--- config.mk ---
export PLATFORM = sky130hd
export DESIGN_NAME = write_logic_param
export DESIGN_NICKNAME = d
export VERILOG_FILES = /design/src/rtl/write_logic_param.sv
export SDC_FILE = /design/constraint.sdc
export NUM_CORES = 1
export LEC_CHECK = 0
export CORE_ASPECT_RATIO = 0.5
export CORE_UTILIZATION = 30
export CTS_CLUSTER_SIZE = 40
export DETAILED_ROUTE_END_ITERATION = 16
export SKIP_LAST_GASP = 1
export SYNTH_ARGS = -nofsm -noshare
export SYNTH_HDL_FRONTEND = slang
export SYNTH_SLANG_ARGS = --single-unit
export TNS_END_PERCENT = 10
--- constraint.sdc ---
create_clock -name clk -period 2.36 [get_ports clk]
set_clock_uncertainty 0.2 [all_clocks]
set_input_delay 0.472 -clock clk [delete_from_list [all_inputs] [get_ports clk]]
set_output_delay 0.472 -clock clk [all_outputs]
set_load 0.03 [all_outputs]
--- src/rtl/write_logic_param.sv ---
`default_nettype none
// ============================================================================
// Module   : write_logic_param
// Purpose  : Write-side pointer logic for a line-based packet buffer.
//            Tracks the character offset inside the current line and the
//            line index (with wrap bit), detects buffer-full against the
//            reader's line pointer, discards over-length lines and reports
//            the length of each committed line.
// Ports    : clk, rst             - clock, asynchronous active-high reset
//            wr_newline           - commit current line, advance to next
//            wr_restart_line      - abort current line (offset back to 0)
//            wr_char_incr         - character written at wr_ptr this cycle
//            rd_line_tribit       - reader line index, wrap bit in MSB
//            wr_ptr               - RAM write address {line, offset}
//            wr_line_tribit       - {wrap bit, line index}
//            wr_allow             - writer may write RAM this cycle
//            buf_full             - current line still owned by reader
//            line_overflow        - sticky, line exceeded 2^CHAR_W chars
//            wr_len/wr_len_valid  - length of last committed line + pulse
//            wr_drop              - pulse, over-length line discarded
//            stat_commit/stat_drop- saturating event counters (optional)
// Options  : WRL_LINE_STATS_EN adds the stat_commit/stat_drop counters.
// Revision : 1.0 - initial parametrised release
// ============================================================================
module write_logic_param #(
   parameter int CHAR_W = 11,
   parameter int LINE_W = 2
) (
   input  logic                     clk,
   input  logic                     rst,
   input  logic                     wr_newline,
   input  logic                     wr_restart_line,
   input  logic                     wr_char_incr,
   input  logic [LINE_W:0]          rd_line_tribit,
   output logic [CHAR_W+LINE_W-1:0] wr_ptr,
   output logic [LINE_W:0]          wr_line_tribit,
   output logic                     wr_allow,
   output logic                     buf_full,
   output logic                     line_overflow,
   output logic [CHAR_W:0]          wr_len,
   output logic                     wr_len_valid,
   output logic                     wr_drop
`ifdef WRL_LINE_STATS_EN
   ,
   output logic [15:0]              stat_commit,
   output logic [15:0]              stat_drop
`endif
);

   localparam logic [CHAR_W:0] c_cnt_zero = '0;
   localparam logic [CHAR_W:0] c_cnt_one  = {{CHAR_W{1'b0}}, 1'b1};
   localparam logic [LINE_W:0] c_line_one = {{LINE_W{1'b0}}, 1'b1};

   logic [CHAR_W:0] cnt_q,    cnt_d;
   logic [LINE_W:0] line_q,   line_d;
   logic            ovf_q,    ovf_d;
   logic [CHAR_W:0] len_q,    len_d;
   logic            len_vld_q, len_vld_d;
   logic            drop_q,   drop_d;

   logic w_full;
   logic w_allow;
   logic w_cnt_at_max;

   // The reader owns the line when indices match but wrap bits differ,
   // i.e. the writer has lapped the reader by a whole ring.
   assign w_full = (line_q[LINE_W-1:0] == rd_line_tribit[LINE_W-1:0]) &&
                   (line_q[LINE_W]     != rd_line_tribit[LINE_W]);

   // cnt never exceeds 2^CHAR_W, so its MSB alone marks a full line.
   assign w_cnt_at_max = cnt_q[CHAR_W];
   assign w_allow      = !w_full && !w_cnt_at_max && !ovf_q;

   // Priority: restart > newline > char_incr. An asserted higher-priority
   // event masks the lower ones even when it is itself ignored.
   always_comb begin
      cnt_d     = cnt_q;
      line_d    = line_q;
      ovf_d     = ovf_q;
      len_d     = len_q;
      len_vld_d = 1'b0;
      drop_d    = 1'b0;
      if (wr_restart_line) begin
         cnt_d = c_cnt_zero;
         ovf_d = 1'b0;
      end else if (wr_newline) begin
         if (w_full) begin
            // reader still owns this line: nothing may change
         end else if (ovf_q) begin
            cnt_d  = c_cnt_zero;
            ovf_d  = 1'b0;
            drop_d = 1'b1;
         end else if (cnt_q != c_cnt_zero) begin
            len_d     = cnt_q;
            len_vld_d = 1'b1;
            cnt_d     = c_cnt_zero;
            line_d    = line_q + c_line_one;
         end
      end else if (wr_char_incr) begin
         if (w_allow) begin
            cnt_d = cnt_q + c_cnt_one;
         end else if (!w_full && w_cnt_at_max) begin
            ovf_d = 1'b1;
         end
      end
   end

   always_ff @(posedge clk or posedge rst) begin
      if (rst) begin
         cnt_q     <= '0;
         line_q    <= '0;
         ovf_q     <= 1'b0;
         len_q     <= '0;
         len_vld_q <= 1'b0;
         drop_q    <= 1'b0;
      end else begin
         cnt_q     <= cnt_d;
         line_q    <= line_d;
         ovf_q     <= ovf_d;
         len_q     <= len_d;
         len_vld_q <= len_vld_d;
         drop_q    <= drop_d;
      end
   end

   assign wr_ptr         = {line_q[LINE_W-1:0], cnt_q[CHAR_W-1:0]};
   assign wr_line_tribit = line_q;
   assign wr_allow       = w_allow;
   assign buf_full       = w_full;
   assign line_overflow  = ovf_q;
   assign wr_len         = len_q;
   assign wr_len_valid   = len_vld_q;
   assign wr_drop        = drop_q;

`ifdef WRL_LINE_STATS_EN
   logic [15:0] stat_commit_q, stat_commit_d;
   logic [15:0] stat_drop_q,   stat_drop_d;

   // Counted on the same edge that raises the corresponding pulse.
   always_comb begin
      stat_commit_d = stat_commit_q;
      stat_drop_d   = stat_drop_q;
      if (len_vld_d && (stat_commit_q != 16'hFFFF)) begin
         stat_commit_d = stat_commit_q + 16'd1;
      end
      if (drop_d && (stat_drop_q != 16'hFFFF)) begin
         stat_drop_d = stat_drop_q + 16'd1;
      end
   end

   always_ff @(posedge clk or posedge rst) begin
      if (rst) begin
         stat_commit_q <= '0;
         stat_drop_q   <= '0;
      end else begin
         stat_commit_q <= stat_commit_d;
         stat_drop_q   <= stat_drop_d;
      end
   end

   assign stat_commit = stat_commit_q;
   assign stat_drop   = stat_drop_q;
`endif

endmodule
`default_nettype wire

==> results of run 1 <==
## worst max-delay path, stage by stage, from the launching register on
cell     delay (ps)
dfrtp_2         450
xor2_1          200
or3_4           410
inv_4            70
nor3_2           30
buf_4           170
## what timing repair did
action,CTS,global route
resized for setup,4,1
buffers inserted,6,0
hold buffers,0,0
endpoints found under the setup margin,2,1
pin swaps,2,0
## power breakdown
part | leakage, uW | total, uW | switching [uW] | internal [uW]
registers | 0.000409 | 662 | 75.3 | 587
clock network | 0.0000482 | 419 | 184 | 235
logic | 0.000570 | 925 | 475 | 451
total | 0.00103 | 2010 | 734 | 1270
## placed cells by master, fill, tap and decap left out, types with 5 or more instances in the layout
master and count:
buf_4 23, clkbuf_8 6, clkdlybuf4s50_1 35, dfrtp_1 29, inv_1 7, mux2_2 6
mux2_4 8, nand2_1 12, nor4_1 5, o22a_1 7
## cell families (layout without fill, tap and decap cells)
| logic type | Yosys count | in the layout |
|---|---|---|
| AO/OA/AOI/OAI | 23 | 23 |
| XOR/XNOR | 5 | 5 |
| adder cells (fa/ha/maj) | 3 | 3 |
| buffers and inverters | 26 | 77 |
| flip-flops | 30 | 30 |
| multiplexers | 15 | 15 |
| AND/OR/NAND/NOR | 45 | 45 |
## worst max-delay path by stage
stage,endpoint,depth (start not counted),slack (ps)
floorplan,wr_allow,5,150
global placement,wr_allow,6,-160
detailed placement,wr_len[9],5,-160
CTS,wr_allow,5,80
global route,wr_allow,5,20
finish,wr_allow,5,80
## sequential cells by signal, summed over array words and instances (netlist names)
name / flops
wr_drop: 1
wr_len: 12
cnt_q: 12
wr_len_valid: 1
wr_line_tribit: 3
line_overflow: 1
## final cells by class
cell class              instances  area, um^2
well taps                      70        87.6
repair buffers                 61         549
clock inverters                 1        5.00
fillers                       498        2880
multi-input cells              91         741
clock buffers                   7        86.3
flip-flops and latches         30         752
inverters                       8        32.5
## per-layer routing
layer  vias to the layer above  share of wire, %  routed length [um]  global-route usage, %
met2                        47                42                1610                   21.1
met4                         0              0.90                  34                   5.48
met1                       635                49                1880                   21.1
met3                         4               7.2                 274                   3.69
li1                        620                 -                   -                      -
met5                         -                 0                   0                      0
## through the flow
stage	cell area, um^2	hold slack (ps)
global route	2250	334
floorplan	1670	339
CTS	2250	313
finish	2250	307
detailed placement	2110	298
global placement	2110	293
==> reports/results.tsv, run 1 <==
stage	metric	value	unit
setup_path	worst-path fanout max	5	
global_routing	grt total ovfl	0	
sta	Setup-failing EPs final	0	
placement	GPL Wtd Cong	0.834	
clock_network	Clock Latency Late Sink	270	ps
placement	DPL Wire Length	2800	um
yosys	most numerous cell in the Yosys netlist	dfrtp_1	
yosys	Yosys reg bits	30	
floorplan	Die Y	54.7	um
yosys	Seq/Total Area, Yosys	45.1	%
power_and_ir_drop	Power Density	890	nW/um^2
layout	final core occ	43.9	%
detailed_routing	DRC errors left	0	
clock_network	# clock sinks	30	
yosys	dominant cells by area after synthesis	dfrtp_1 45%, mux2_4 7.2%, buf_4 5.9%	
clock_network	H-tree depth	2	
layout	diode count	0	
yosys	Synth top area share	45.1	%
yosys	mux share of post-synthesis cell area	11.9	%
yosys	Commonest cells post-synth	30 x dfrtp_1, 13 x buf_4, 12 x nand2_1	
floorplan	core box area	5130	um^2
setup_path	r2r endpoint	wr_len[9]	
run_status	status	completed	
clock_network	Worst-path clk slew	60	ps
global_routing	first-pass GRT wire length	6270	um
yosys	ys flop type	dfrtp_1	
sta	RSZ-0062 raised after global routing	false	
run	Maximum Capacitance Violations	0	
yosys	Post-Synth XOR/XNOR Area	2.63	%
layout	share of cells above drive strength 1	28.3	%
clock_network	CTS tree	yes	
floorplan	Site Rows	18	
detailed_routing	vias per std cell	4.87	
placement	Port Buffers	40	
layout	Layout Nets	208	
global_routing	Total GRT Usage	14.6	%
clock_network	CTS Root Cell	clkbuf_8	
yosys	Synth Area in Adders	2.26	%
sta	worst slew pin tran	456	ps
worst_hold_path	hold path endpoint	wr_len[11]	
sta	Final Cycle Share	96.5	%
yosys	Mean Syn Cell Area	11.3	um^2
power_and_ir_drop	Leak	0.00103	uW
sta	Slew headroom	69.3	%
global_routing	largest net degree at the start of global routing	31	
detailed_routing	Detailed Routing Iterations Pass 1	4	
worst_hold_path	hold depth	1	
detailed_routing	remaining antenna violation count	0	
sta	setup ws final	82.3	ps
setup_path	Critical path origin	wr_line_tribit[0]	
worst_hold_path	hold_sp	wr_len[11]	
setup_path	CP Capture Type	output pin	
clock_network	Clock Tree Buf Depth	2	
global_routing	initial antenna violation count	0	
placement	DP Cell Count	254	
yosys	main combinational cell family by area after synthesis	simple AND/OR/NAND/NOR gates	
yosys	Mapped Area	1660	um^2
detailed_routing	drt total wl	3800	um
floorplan	die area	5870	um^2
yosys	Synth Area in Compound Gates	11.3	%
yosys	largest area contributor in the netlist	dfrtp_1	
yosys	YS warnings	0	
yosys	syn_nets	158	
yosys	Mapped Cells	147	
yosys	simple-gate portion of the synthesized area	15.9	%
placement	Place WS	-159	ps
power_and_ir_drop	Worst VDD drop	0.450	mV
power_and_ir_drop	total power	2010	uW
worst_hold_path	worst hold path type	reg -> reg	
sta	final hold violation count	0	
detailed_routing	DRT iter0 DRCs	78	
setup_path	FF-to-FF setup slack	160	ps
setup_path	Crit Path Class	reg -> out	
global_routing	vias in the first global route	1251	
floorplan	initial core utilization	32.4	%
detailed_routing	via count of the routed design	1306	
setup_path	Critical Path RT	1690	ps
sta	Fmax	439	MHz
detailed_routing	WL/cell	14.2	um
layout	layout overhead on the synthesized area	35.4	%
setup_path	WP data arrival	1610	ps
floorplan	die span in x	107	um
setup_path	R2R cell count	6	
clock_network	clock buffers created by TritonCTS	5	
sta	Setup TNS	0	ps
floorplan	IO Pins	41	
layout	non-filler instance count after layout	268	
yosys	Synth async-reset ratio	100	%
setup_path	Setup crit start kind	flip-flop	
setup_path	worst r2r src	cnt_q[0]	
yosys	Post-synth EDFFs	0	
sta	fin. max-slew vios	0	
sta	Period minus WS final	2280	ps
yosys	count of cell types in the netlist	42	
(Power assumes the default switching activity.)
==> run 2, diff against run 1 <==
- GPL_ROUTABILITY_DRIVEN: unset -> 0
- SLEW_MARGIN: unset -> 5
==> results of run 2 <==
No change in the layout: final DEF, timing and power equal those of run 1.
==> run 3, diff against run 2 <==
- clock period: 2.36 -> 2.71 ns (I/O delays scaled with it)
==> reports/results.tsv, run 3 (synthesis gave the netlist of run 1 again) <==
stage	metric	value	unit
layout	share of cells above drive strength 1	22.8	%
detailed_routing	DRT iter0 DRCs	60	
setup_path	crit-path max cell delay	440	ps
setup_path	Critical Path RT	1970	ps
layout	non-filler instance count after layout	254	
run	Maximum Capacitance Violations	0	
global_routing	vias in the first global route	1116	
clock_network	CTS tree	yes	
detailed_routing	WL/cell	13.9	um
global_routing	grt total ovfl	0	
sta	Setup-failing EPs final	0	
sta	fin. max-slew vios	0	
sta	Fmax	380	MHz
clock_network	Clock Latency Late Sink	280	ps
setup_path	FF-to-FF setup slack	530	ps
detailed_routing	Detailed Routing Iterations Pass 1	4	
power_and_ir_drop	Int Pwr	1030	uW
sta	final hold violation count	0	
power_and_ir_drop	Clk pwr share	21.4	%
layout	diode count	0	
setup_path	Max stage delay cell, worst path	clkdlybuf4s50_1	
floorplan	core box area	5130	um^2
setup_path	Crit Path Class	in -> out	
placement	Port Buffers	40	
setup_path	R2R cell count	6	
power_and_ir_drop	Switch Pwr	608	uW
setup_path	crit-path cells	clkdlybuf4s50_1 > xor2_2 > or3_4 > inv_4 > nor3_1 > buf_4	
floorplan	initial core utilization	32.4	%
global_routing	initial antenna violation count	0	
setup_path	WP data arrival	1890	ps
setup_path	worst r2r src	cnt_q[0]	
run_status	status	completed	
setup_path	Worst Path Buf+Inv	3	
sta	Slew headroom	65.9	%
setup_path	cell depth of the worst setup path	6	
setup_path	Critical path origin	rd_line_tribit[0]	
global_routing	largest net degree at the start of global routing	31	
placement	DPL Wire Length	2630	um
clock_network	clock buffers created by TritonCTS	5	
layout	post-route cell area	2160	um^2
layout	commonest non-fill, non-tap cell in the layout	clkdlybuf4s50_1	
sta	RSZ-0062 raised after global routing	false	
setup_path	Top Family by Delay on Critical Path	buffers and inverters	
clock_network	# clock sinks	30	
layout	Layout Nets	196	
sta	worst slew pin tran	510	ps
power_and_ir_drop	Comb pwr share	43.0	%
sta	Final Cycle Share	97.1	%
floorplan	die span in x	107	um
power_and_ir_drop	Leak	0.000959	uW
clock_network	# hold bufs at CTS	0	
power_and_ir_drop	Net Sw Frac	37.2	%
setup_path	r2r endpoint	wr_len[9]	
setup_path	crit path capture	wr_allow	
detailed_routing	DRC errors left	0	
worst_hold_path	worst hold path type	reg -> reg	
floorplan	IO Pins	41	
placement	Cell Area, Placed	2060	um^2
global_routing	first-pass GRT wire length	5820	um
setup_path	worst-path fanout max	3	
worst_hold_path	hold_sp	wr_len[5]	
global_routing	Total GRT Usage	13.5	%
floorplan	Site Rows	18	
detailed_routing	via count of the routed design	1232	
detailed_routing	vias per std cell	4.85	
worst_hold_path	hold depth	1	
clock_network	H-tree depth	2	
floorplan	Die Y	54.7	um
power_and_ir_drop	Worst VDD drop	0.408	mV
setup_path	CP Capture Type	output pin	
placement	DP Cell Count	248	
floorplan	die area	5870	um^2
detailed_routing	remaining antenna violation count	0	
power_and_ir_drop	share of power burned in registers	35.6	%
clock_network	Post-CTS Resized	0	
clock_network	Worst-path clk slew	60	ps
detailed_routing	drt total wl	3520	um
clock_network	Clock Tree Buf Depth	2	
clock_network	setup bufs post-CTS	0	
sta	Period minus WS final	2630	ps
layout	most frequent cells in the layout	38 x clkdlybuf4s50_1, 30 x dfrtp_1, 12 x nand2_1	
setup_path	Setup crit start kind	input pin	
layout	layout overhead on the synthesized area	29.8	%
clock_network	CTS Root Cell	clkbuf_8	
power_and_ir_drop	Power Density	756	nW/um^2
sta	Setup TNS	0	ps
run 3: power groups by stage:
stage / sequential [uW] / combinational [uW] / clock (uW)
floorplan: 675 / 377 / 0
global placement: 587 / 689 / 0
detailed placement: 588 / 696 / 0
CTS: 580 / 697 / 357
global route: 595 / 747 / 388
finish: 582 / 702 / 349
run 3: metal layers:
layer	part of all wire, %	GRT usage [%]
met1	54	19.4
met2	40	19.0
met3	4.6	3.93
met4	1.1	5.02
met5	0	0
run 3: worst min-delay path by stage:
stage                  to  slack, ps
3_5_place_dp    wr_len[1]        300
4_1_cts        wr_len[11]        310
2_1_floorplan   cnt_q[10]        340
3_3_place_gp   wr_len[11]        300
6_report        wr_len[5]        310
5_1_grt         wr_len[1]        340
run 3: layout make-up:
cell class                 instances  area (um^2)
clock buffer                       6         82.6
tap                               70         87.6
sequential                        30          751
inverter                           8         32.5
multi-input combinational         91          743
fill                             504         2980
timing repair buffer              49          463
run 3: per-stage QoR:
step	hold slack [ps]	power (uW)	utilization, %	worst slack [ps]
detailed placement	298	1280	40.2	6.15
global route	337	1730	42.1	28.9
CTS	313	1630	41.8	43.8
global placement	297	1280	40.2	62.2
finish	310	1630	42.1	78.6
floorplan	344	1050	-	162
